## src/rtl/ps2_scancode_seq_if.sv

```systemverilog
// Byte-in / event-out handshake bundle for the PS/2 scancode sequencer.
interface ps2_scancode_seq_if;
  logic [7:0] rxdata;
  logic       rxdata_valid;
  logic       rxdata_error;
  logic [7:0] ev_code;
  logic       ev_ext;
  logic       ev_release;
  logic       ev_valid;
  logic       ev_ready;

  modport master (
    output rxdata, rxdata_valid, rxdata_error, ev_ready,
    input  ev_code, ev_ext, ev_release, ev_valid
  );

  modport slave (
    input  rxdata, rxdata_valid, rxdata_error, ev_ready,
    output ev_code, ev_ext, ev_release, ev_valid
  );
endinterface

```

## src/rtl/ps2_scancode_seq.sv

```systemverilog
// Turns the PS/2 set-2 byte stream into make/break key events with E0/F0/E1
// prefix tracking, control-byte filtering, stall timeout and an event FIFO.
module ps2_scancode_seq #(
  parameter int unsigned CLK_FREQ    = 28000000,
  parameter int unsigned SEQ_TOUT_US = 2000,
  parameter int unsigned FIFO_DEPTH  = 4
) (
  input  logic               clk,
  input  logic               rst,
  ps2_scancode_seq_if.slave  bus,
  output logic               kbd_reset,
  output logic               seq_error,
  output logic               overflow,
  input  logic               overflow_clr
);

  localparam longint unsigned TOUT_TICKS =
    (longint'(SEQ_TOUT_US) * longint'(CLK_FREQ)) / 64'd1000000;
  localparam int unsigned TW = $clog2(TOUT_TICKS + 1);
  localparam logic [TW-1:0] TOUT_C = TW'(TOUT_TICKS);
  localparam int unsigned PW = (FIFO_DEPTH > 1) ? $clog2(FIFO_DEPTH) : 1;
  localparam logic [PW:0] DEPTH_C = (PW + 1)'(FIFO_DEPTH);

  typedef enum logic [2:0] {
    S_IDLE,
    S_EXT,
    S_BRK,
    S_EXTBRK,
    S_PAUSE
  } state_e;

  state_e        state_q, state_d;
  logic [TW-1:0] timer_q, timer_d;
  logic [2:0]    pause_q, pause_d;
  logic          kbd_reset_q, kbd_reset_d;
  logic          seq_error_q, seq_error_d;

  logic          acc;
  logic          abort;
  logic          fake_shift;
  logic          push;
  logic [9:0]    push_data;

  assign acc        = bus.rxdata_valid & ~bus.rxdata_error;
  assign abort      = (state_q != S_IDLE) & (bus.rxdata_error | (timer_q == TOUT_C));
  assign fake_shift = (bus.rxdata == 8'h12) | (bus.rxdata == 8'h59);

  always_ff @(posedge clk or posedge rst) begin
    if (rst) begin
      state_q     <= S_IDLE;
      timer_q     <= '0;
      pause_q     <= '0;
      kbd_reset_q <= 1'b0;
      seq_error_q <= 1'b0;
    end else begin
      state_q     <= state_d;
      timer_q     <= timer_d;
      pause_q     <= pause_d;
      kbd_reset_q <= kbd_reset_d;
      seq_error_q <= seq_error_d;
    end
  end

  always_comb begin
    state_d = state_q;
    timer_d = timer_q;
    pause_d = pause_q;
    if (abort) begin
      state_d = S_IDLE;
      timer_d = '0;
    end else if (acc) begin
      unique case (state_q)
        S_IDLE: begin
          if (bus.rxdata == 8'hE0) state_d = S_EXT;
          else if (bus.rxdata == 8'hF0) state_d = S_BRK;
          else if (bus.rxdata == 8'hE1) begin
            state_d = S_PAUSE;
            pause_d = 3'd7;
          end
        end
        S_EXT: begin
          if (bus.rxdata == 8'hF0) state_d = S_EXTBRK;
          else if (bus.rxdata != 8'hE0) state_d = S_IDLE;
        end
        S_BRK, S_EXTBRK: state_d = S_IDLE;
        S_PAUSE: begin
          pause_d = pause_q - 3'd1;
          if (pause_q == 3'd1) state_d = S_IDLE;
        end
        default: state_d = S_IDLE;
      endcase
      timer_d = (state_d != S_IDLE) ? TW'(1) : '0;
    end else if (state_q != S_IDLE) begin
      timer_d = timer_q + TW'(1);
    end else begin
      timer_d = '0;
    end
  end

  always_comb begin
    push        = 1'b0;
    push_data   = '0;
    kbd_reset_d = 1'b0;
    seq_error_d = abort;
    if (!abort && acc) begin
      unique case (state_q)
        S_IDLE: begin
          unique case (bus.rxdata)
            8'hE0, 8'hF0, 8'hE1, 8'h00, 8'hFA, 8'hEE, 8'hFE, 8'hFF: ;
            8'hAA, 8'hFC: kbd_reset_d = 1'b1;
            default: begin
              push      = 1'b1;
              push_data = {2'b00, bus.rxdata};
            end
          endcase
        end
        S_EXT: begin
          if (bus.rxdata != 8'hF0 && bus.rxdata != 8'hE0 && !fake_shift) begin
            push      = 1'b1;
            push_data = {2'b10, bus.rxdata};
          end
        end
        S_BRK: begin
          push      = 1'b1;
          push_data = {2'b01, bus.rxdata};
        end
        S_EXTBRK: begin
          if (!fake_shift) begin
            push      = 1'b1;
            push_data = {2'b11, bus.rxdata};
          end
        end
        S_PAUSE: begin
          if (pause_q == 3'd1) begin
            push      = 1'b1;
            push_data = {2'b10, 8'h77};
          end
        end
        default: ;
      endcase
    end
  end

  assign kbd_reset = kbd_reset_q;
  assign seq_error = seq_error_q;

  logic [9:0]    mem [FIFO_DEPTH];
  logic [PW-1:0] wptr_q, rptr_q;
  logic [PW:0]   cnt_q;
  logic          full, pop, do_push, ev_valid_w;
  logic [9:0]    head;

  assign ev_valid_w = (cnt_q != '0);
  assign full       = (cnt_q == DEPTH_C);
  assign pop        = ev_valid_w & bus.ev_ready;
  // A push into a full FIFO still lands when the head leaves in the same cycle.
  assign do_push    = push & (~full | pop);

  always_ff @(posedge clk) begin
    if (do_push) mem[wptr_q] <= push_data;
  end

  always_ff @(posedge clk or posedge rst) begin
    if (rst) begin
      wptr_q   <= '0;
      rptr_q   <= '0;
      cnt_q    <= '0;
      overflow <= 1'b0;
    end else begin
      if (do_push) wptr_q <= wptr_q + PW'(1);
      if (pop)     rptr_q <= rptr_q + PW'(1);
      if (do_push && !pop)      cnt_q <= cnt_q + (PW + 1)'(1);
      else if (!do_push && pop) cnt_q <= cnt_q - (PW + 1)'(1);
      if (push && full && !pop) overflow <= 1'b1;
      else if (overflow_clr)    overflow <= 1'b0;
    end
  end

  assign head           = ev_valid_w ? mem[rptr_q] : '0;
  assign bus.ev_valid   = ev_valid_w;
  assign bus.ev_ext     = head[9];
  assign bus.ev_release = head[8];
  assign bus.ev_code    = head[7:0];

endmodule

```

## src/flat_wrapper.sv

```systemverilog
// flat-port wrapper written by rule: the top's interface ports become plain ports
module ps2_scancode_seq_flat 
#(
  parameter int unsigned CLK_FREQ    = 28000000,
  parameter int unsigned SEQ_TOUT_US = 2000,
  parameter int unsigned FIFO_DEPTH  = 4
)
  (clk, rst, kbd_reset, seq_error, overflow, overflow_clr, bus_rxdata, bus_rxdata_valid, bus_rxdata_error, bus_ev_ready, bus_ev_code, bus_ev_ext, bus_ev_release, bus_ev_valid);
  ps2_scancode_seq_if bus_i ();
  input  logic clk;
  input  logic rst;
  output logic kbd_reset;
  output logic seq_error;
  output logic overflow;
  input  logic overflow_clr;
  input wire logic [$bits(bus_i.rxdata)-1:0] bus_rxdata;
  input wire logic [$bits(bus_i.rxdata_valid)-1:0] bus_rxdata_valid;
  input wire logic [$bits(bus_i.rxdata_error)-1:0] bus_rxdata_error;
  input wire logic [$bits(bus_i.ev_ready)-1:0] bus_ev_ready;
  output wire logic [$bits(bus_i.ev_code)-1:0] bus_ev_code;
  output wire logic [$bits(bus_i.ev_ext)-1:0] bus_ev_ext;
  output wire logic [$bits(bus_i.ev_release)-1:0] bus_ev_release;
  output wire logic [$bits(bus_i.ev_valid)-1:0] bus_ev_valid;
  assign bus_i.rxdata = bus_rxdata;
  assign bus_i.rxdata_valid = bus_rxdata_valid;
  assign bus_i.rxdata_error = bus_rxdata_error;
  assign bus_i.ev_ready = bus_ev_ready;
  assign bus_ev_code = bus_i.ev_code;
  assign bus_ev_ext = bus_i.ev_ext;
  assign bus_ev_release = bus_i.ev_release;
  assign bus_ev_valid = bus_i.ev_valid;
  ps2_scancode_seq #(.CLK_FREQ(CLK_FREQ), .SEQ_TOUT_US(SEQ_TOUT_US), .FIFO_DEPTH(FIFO_DEPTH)) u_core (.clk(clk), .rst(rst), .bus(bus_i), .kbd_reset(kbd_reset), .seq_error(seq_error), .overflow(overflow), .overflow_clr(overflow_clr));
endmodule
```

## config.mk

```make
export PLATFORM = sky130hd
export DESIGN_NAME = ps2_scancode_seq_flat
export DESIGN_NICKNAME = d
export VERILOG_FILES = /design/src/rtl/ps2_scancode_seq_if.sv /design/src/rtl/ps2_scancode_seq.sv /design/src/flat_wrapper.sv
export SDC_FILE = /design/constraint.sdc
export NUM_CORES = 1
export LEC_CHECK = 0
export BUFFER_PORTS_ARGS = -buffer_cell sky130_fd_sc_hd__buf_2
export CORE_UTILIZATION = 50
export CTS_BUF_LIST = sky130_fd_sc_hd__clkbuf_16
export DETAILED_ROUTE_END_ITERATION = 10
export HOLD_SLACK_MARGIN = 0.1
export MAX_ROUTING_LAYER = met4
export PLACE_DENSITY_LB_ADDON = 0.25
export SLEW_MARGIN = 20
export SYNTH_ARGS = -nofsm -noshare
export SYNTH_HDL_FRONTEND = slang
export SYNTH_SLANG_ARGS = --single-unit
```

## constraint.sdc

```tcl
create_clock -name clk -period 4.4 [get_ports clk]
set_clock_uncertainty 0.2 [all_clocks]
set_input_delay 0.44 -clock clk [delete_from_list [all_inputs] [get_ports clk]]
set_output_delay 0.44 -clock clk [all_outputs]
set_load 0.01 [all_outputs]
```

== Yosys cells after proc, flatten, opt, wreduce, memory -nomap -nowiden ==
Memory sizes are Yosys's and may differ from the RTL's.
Cells that the tools add are included.
Storage, ports and cells
  bits in registers: 32
  output and inout port bits: 14
  memories: 1
  bits in writable memories: 40
  word-level logic and storage cells: 113
Memories
  u_core.mem: depth 4, bits a word 10, rd ports 1, clocked after memory_dff 0, wr ports 1, RTL line ps2_scancode_seq.sv:147  | logic [9:0] mem [FIFO_DEPTH];
Operators by class
  add/subtract/negate cells: 6
  bitwise operators: 10
  mux-type cells: 41
  eq/ne operators: 23
  reduce and logical (&&, ||, !) cells: 23
Operators with widths (count)
  8-bit equality test (second input constant): 9
  10-bit 2-to-1 mux: 5
  10-bit case mux with 5 select lines: 1
  16-bit 2-to-1 mux: 3
  3-bit 2-to-1 mux: 15
  16-bit by 1-bit adder with 16-bit output (second input constant): 1
  16-bit equality test (second input constant): 1
  8-bit != test (second input constant): 2
  1-bit 2-to-1 mux: 13
  10-bit OR reduction: 1
  3-bit case mux with 3 select lines: 1
  3-bit nonzero test: 3
  8-bit by 5-bit equality test with 1-bit output (second input constant): 1
  8-bit by 7-bit equality test with 1-bit output (second input constant): 1
  8-bit zero test: 1
  8-bit 2-to-1 mux: 1
  2-bit nonzero test: 4
  1-bit logical AND: 7
  3-bit by 1-bit equality test with 1-bit output (second input constant): 2
  3-bit by 2-bit equality test with 1-bit output (second input constant): 2
  3-bit equality test (second input constant): 2
  3-bit case mux with 2 select lines: 1
  6-bit AND reduction: 1
  3-bit by 1-bit subtractor with 3-bit output (second input constant): 2
  11 further kinds: 23

== Longest topological paths before layout ==
  depth after elaboration: 12
  gate-level depth with buffers: 14
  depth with buffers taken out: 14

== Least setup slack after synthesis ==
OpenSTA, ideal clock, no wires.
  path type: in2reg
  start point: in bus_rxdata[4]
  end point: reg u_core.cnt_q[1]
  data required time: 4.075 ns
  cell stages on the path: 11
  path slack: 1.342 ns
  data arrival time: 2.733 ns
  buffers on the path: 1
  cells stage by stage: buf_2 or4b_4 o32a_1 o211ai_2 o22ai_4 o211ai_4 inv_1 ha_1 inv_1 fa_1 mux2_2
On the way
  longest elaborated chain between the ends: 11
Ends and longest elaborated chain
  start: declaration: RTL line flat_wrapper.sv:16  | input wire logic [$bits(bus_i.rxdata)-1:0] bus_rxdata;
  8-bit by 5-bit equality test with 1-bit output / 8-bit by 7-bit equality test with 1-bit output (equally long branches): RTL line ps2_scancode_seq.sv:46  | assign fake_shift = (bus.rxdata == 8'h12) | (bus.rxdata == 8'h59);
  1-bit OR: RTL line ps2_scancode_seq.sv:46
  1-bit zero test: RTL line ps2_scancode_seq.sv:118  | if (bus.rxdata != 8'hF0 && bus.rxdata != 8'hE0 && !fake_shift) begin
  1-bit logical AND: RTL line ps2_scancode_seq.sv:118
  1-bit 2-to-1 mux: RTL line ps2_scancode_seq.sv:118
  1-bit case mux with 5 select lines *: RTL line ps2_scancode_seq.sv:106  | unique case (state_q)
  1-bit 2-to-1 mux *: RTL line ps2_scancode_seq.sv:105  | if (!abort && acc) begin
  1-bit AND *: RTL line ps2_scancode_seq.sv:157  | assign do_push = push & (~full | pop);
  named net u_core.do_push: RTL line ps2_scancode_seq.sv:150  | logic full, pop, do_push, ev_valid_w;
  1-bit zero test: RTL line ps2_scancode_seq.sv:173  | else if (!do_push && pop) cnt_q <= cnt_q - (PW + 1)'(1);
  1-bit logical AND: RTL line ps2_scancode_seq.sv:173
  2-bit nonzero test (no line)
  end signal: assignment: RTL line ps2_scancode_seq.sv:172  | if (do_push && !pop) cnt_q <= cnt_q + (PW + 1)'(1);
  end signal: assignment: RTL line ps2_scancode_seq.sv:173
  end: declaration: RTL line ps2_scancode_seq.sv:149  | logic [PW:0] cnt_q;
Mark *: on every way through the listed nets, which the timed path passes. The rest lies on a longest branch.
A chain may end at the register's enable or synchronous reset.

== Worst setup path in the final report ==
  start point: reg u_core.timer_q[3]
  end point: reg u_core.cnt_q[1]
On the way
  longest elaborated chain between the ends: 10
Ends and longest elaborated chain
  start: declaration: RTL line ps2_scancode_seq.sv:33  | logic [TW-1:0] timer_q, timer_d;
  start signal: assignment: RTL line ps2_scancode_seq.sv:57  | timer_q <= timer_d;
  16-bit equality test *: RTL line ps2_scancode_seq.sv:45  | assign abort = (state_q != S_IDLE) & (bus.rxdata_error | (timer_q == TOUT_C));
  1-bit OR *: RTL line ps2_scancode_seq.sv:45
  1-bit AND *: RTL line ps2_scancode_seq.sv:45
  1-bit zero test *: RTL line ps2_scancode_seq.sv:105
  1-bit logical AND *: RTL line ps2_scancode_seq.sv:105
  1-bit 2-to-1 mux *: RTL line ps2_scancode_seq.sv:105
  1-bit AND *: RTL line ps2_scancode_seq.sv:157
  named net u_core.do_push: RTL line ps2_scancode_seq.sv:150
  1-bit zero test: RTL line ps2_scancode_seq.sv:173
  1-bit logical AND: RTL line ps2_scancode_seq.sv:173
  2-bit nonzero test (no line)
Marks and branches as above.

==> impl_metrics.yaml <==
outcome:
  status: "finished clean"
synthesis:
  synth_area_leader_cell: "edfxtp_1"
  synth_ff_type: "edfxtp_1"
  ys_seq_area_frac: 0.563
  yosys_warnings: 0
  synthCells: 293
  ys_ff_latch: 72
  synthArstFlopShare: 0.444
  synth-edff-count: 40
  syn_nets: 317
  synth_cell_type_count: 53
  synth_top_area_frac: 0.338
  synth.area.top_cells: "edfxtp_1 (34%), dfrtp_1 (23%), mux4_2 (6.3%)"
  syn_area_per_cell_um2: 12.1
  synthesis.area_mm2: 0.00356
placement:
  dp_cells: 404
  dp_hpwl_mm: 4.30
  postPlaceCellArea_mm2: 0.00376
  io_buffers: 27
  gp_congestion: 0.848
global_routing:
  grt_overflow: 0
  grt_pass1_wl_mm: 10.8
  antenna_found_initial: 0
  first_global_vias: 2274
  grtUsageTotal: 0.203
  grt_max_degree: 33
route:
  post-route-drc-count: 0
  viasPerCell: 5.41
  wl_mm: 6.43
  vias: 2283
  drt_iter0_drc: 100
  ant_nets: 0
  firstDrtPassIters: 4
  wl_per_cell_um: 15.2
clocking:
  clock_latency_ns: 0.34
  ctsRootBufferMaster: "clkbuf_16"
  cts_tree: "yes"
  cts_max_level: 3
  cts_buffers: 9
  clockBufferDepth: 2
  cts_resized: 0
  cts_sinks: 72
  path_clk_slew_ns: 0.06
  postCtsHoldBufs: 2
  post_cts.repair.setup_buffers: 0
final_layout:
  layout_commonest_cell: "nor2_1"
  layout-drive-gt1-share: 0.202
  antennaDiodeCount: 0
  finalInstanceArea_mm2: 0.00408
  mostFrequentLayoutCells: "nor2_1 (43), edfxtp_1 (40), dfrtp_1 (32)"
  syn_to_final_growth_pct: 14.7
  nNetsFinal: 345
  layoutNonFillerInstCount: 422
pwr:
  power_switching_uw: 603
  p_int_uw: 1500
  p_total_uw: 2100
  pwr-share-seq: 0.425
  p_comb_frac: 0.226
  sw_frac_of_total: 0.287
  powerDensity_mw_per_mm2: 515
  power_frac_clock: 0.349
  vdd_drop_max_uv: 249
  p_leak_uw: 0.00163
critical_path:
  slowest_delay_ns: 0.54
  critPathSlowestCell: "or4_1"
  crit_path_frequent_cell: "inv_1"
  reg2reg_slack_ns: 1.21
  startpoint_type: "flop"
  crit_end: "u_core.cnt_q[1]"
  path_class: "flop to flop"
  critPathArrivalTime_ns: 3.20
  path_max_fanout: 7
  r2r-end: "u_core.cnt_q[1]"
  cp.required_ns: 4.42
  path_cells: "or4_1 -> nor4_2 -> maj3_1 -> nor2_1 -> o211ai_4 -> inv_1 -> ha_1 -> inv_1 -> fa_1 -> mux2_2"
  critPathCaptureType: "flop"
  rr_startpoint: "u_core.timer_q[3]"
  reg2reg_depth: 10
  crit_start: "u_core.timer_q[3]"
floorplan:
  fp-row-count: 30
  die_w_um: 86.4
  die-area_mm2: 0.00746
  coreArea_mm2: 0.00683
  boundaryPins: 28
  die_y_um: 86.4
  initial_core_util: 0.521
timing:
  rsz0062_at_grt: "false"
  relSlewSlack: 0.334
  hold_viol_final: 0
  finalSetupViolCount: 0
  worst_pin_slew_ns: 0.995
  fin_setup_tns_ns: 0
  timing.fmax_mhz: 314
  finalMaxSlewViolations: 0
  min_period_ns: 3.19
  fin_crit_sh: 0.724
min_path:
  holdCritPathClass: "input port to flop"
flow_run:
  cap_violations: 0
-- logic make-up (layout without fill, tap and decap cells) --
family | Yosys count | after routing | share of synthesized area
and+or+nand+nor | 113 | 113 | 0.166
DFF | 72 | 72 | 0.563
AOI/OAI and AO/OA | 33 | 33 | 0.0703
buffers and inverters | 30 | 63 | 0.0362
xor gates and xnor gates | 22 | 22 | 0.0541
muxes | 12 | 12 | 0.0707
adders and majority gates | 11 | 11 | 0.0401
-- cell type report --
class	count	area, um2
inverter	17	63.8
timing repair buffer	30	163
fill	582	2750
sequential	72	2000
multi-input combinational	191	1430
clock buffer	9	225
clock inverter	7	80.1
tap	96	120
-- routing by layer --
layer / share of wire / GRT usage / routed length, um / vias to the layer above
met3: 0.027 / 0.0486 / 172 / 11
met1: 0.47 / 0.251 / 3040 / 1134
met5: 0 / - / 0 / -
met4: 0.017 / 0.0909 / 107 / 0
met2: 0.48 / 0.318 / 3110 / 27
li1: - / - / - / 1111
-- state kept, by name (all words and copies together) (netlist names) --
register          flops
u_core.rptr_q         2
u_core.overflow       1
u_core.state_q        3
u_core.cnt_q          3
u_core.pause_q        3
u_core.wptr_q         2
u_core.seq_error      1
u_core.mem           40
u_core.kbd_reset      1
u_core.timer_q       16
-- metrics by stage --
stage               hold slack (ns)  utilization  setup slack, ns
floorplan                     0.249            -             1.34
global placement              0.267        0.550             1.23
detailed placement            0.278        0.550             1.17
CTS                           0.189        0.597             1.19
global route                  0.204        0.597             1.02
finish                        0.202        0.597             1.21
-- worst min path at each step --
| stage | start | to | slack [ns] | cells after the start |
|---|---|---|---|---|
| floorplan | u_core.cnt_q[2] | u_core.cnt_q[2] | 0.25 | 1 |
| CTS | bus_rxdata[4] | u_core.state_q[0] | 0.19 | 2 |
| global placement | u_core.cnt_q[2] | u_core.cnt_q[2] | 0.27 | 1 |
| detailed placement | u_core.cnt_q[2] | u_core.cnt_q[2] | 0.28 | 1 |
| finish | bus_rxdata[4] | u_core.state_q[0] | 0.20 | 2 |
| global route | bus_rxdata[4] | u_core.state_q[0] | 0.20 | 2 |
-- worst max-delay path, delay by kind of cell, from the launching register on --
| kind | cells | cell delay, ns |
|---|---|---|
| AO/OA/AOI/OAI | 1 | 0.17 |
| flip-flops | 1 | 0.40 |
| multiplexers | 1 | 0.27 |
| adder cells (fa/ha/maj) | 3 | 0.87 |
| buffers and inverters | 2 | 0.15 |
| AND/OR/NAND/NOR | 3 | 1.00 |
-- power by group through the flow --
stage                     combinational [uW]  clock, uW  sequential (uW)
final                                    475        734              893
after global routing                     536        772              908
after CTS                                483        746              897
after detailed placement                 475          0              908
after global placement                   463          0              904
after floorplan                          394          0              849
-- cell usage after synthesis, types with 2 or more instances --
master,instances
o21a_1,3
nand3_1,11
or2_2,2
and3_2,2
xor2_1,12
o31ai_1,2
clkbuf_1,5
nand4_1,3
nor4b_1,3
buf_2,7
ha_1,9
and2_1,10
a31oi_1,2
nand2_1,13
and3_1,8
dfrtp_1,32
xnor2_1,10
inv_1,17
a21oi_1,11
mux4_2,10
nor2_1,43
edfxtp_1,40
nor4_1,3
o21ai_0,3
nor3_1,3
or3_1,2
No activity file was read; power rests on OpenSTA's default activity.
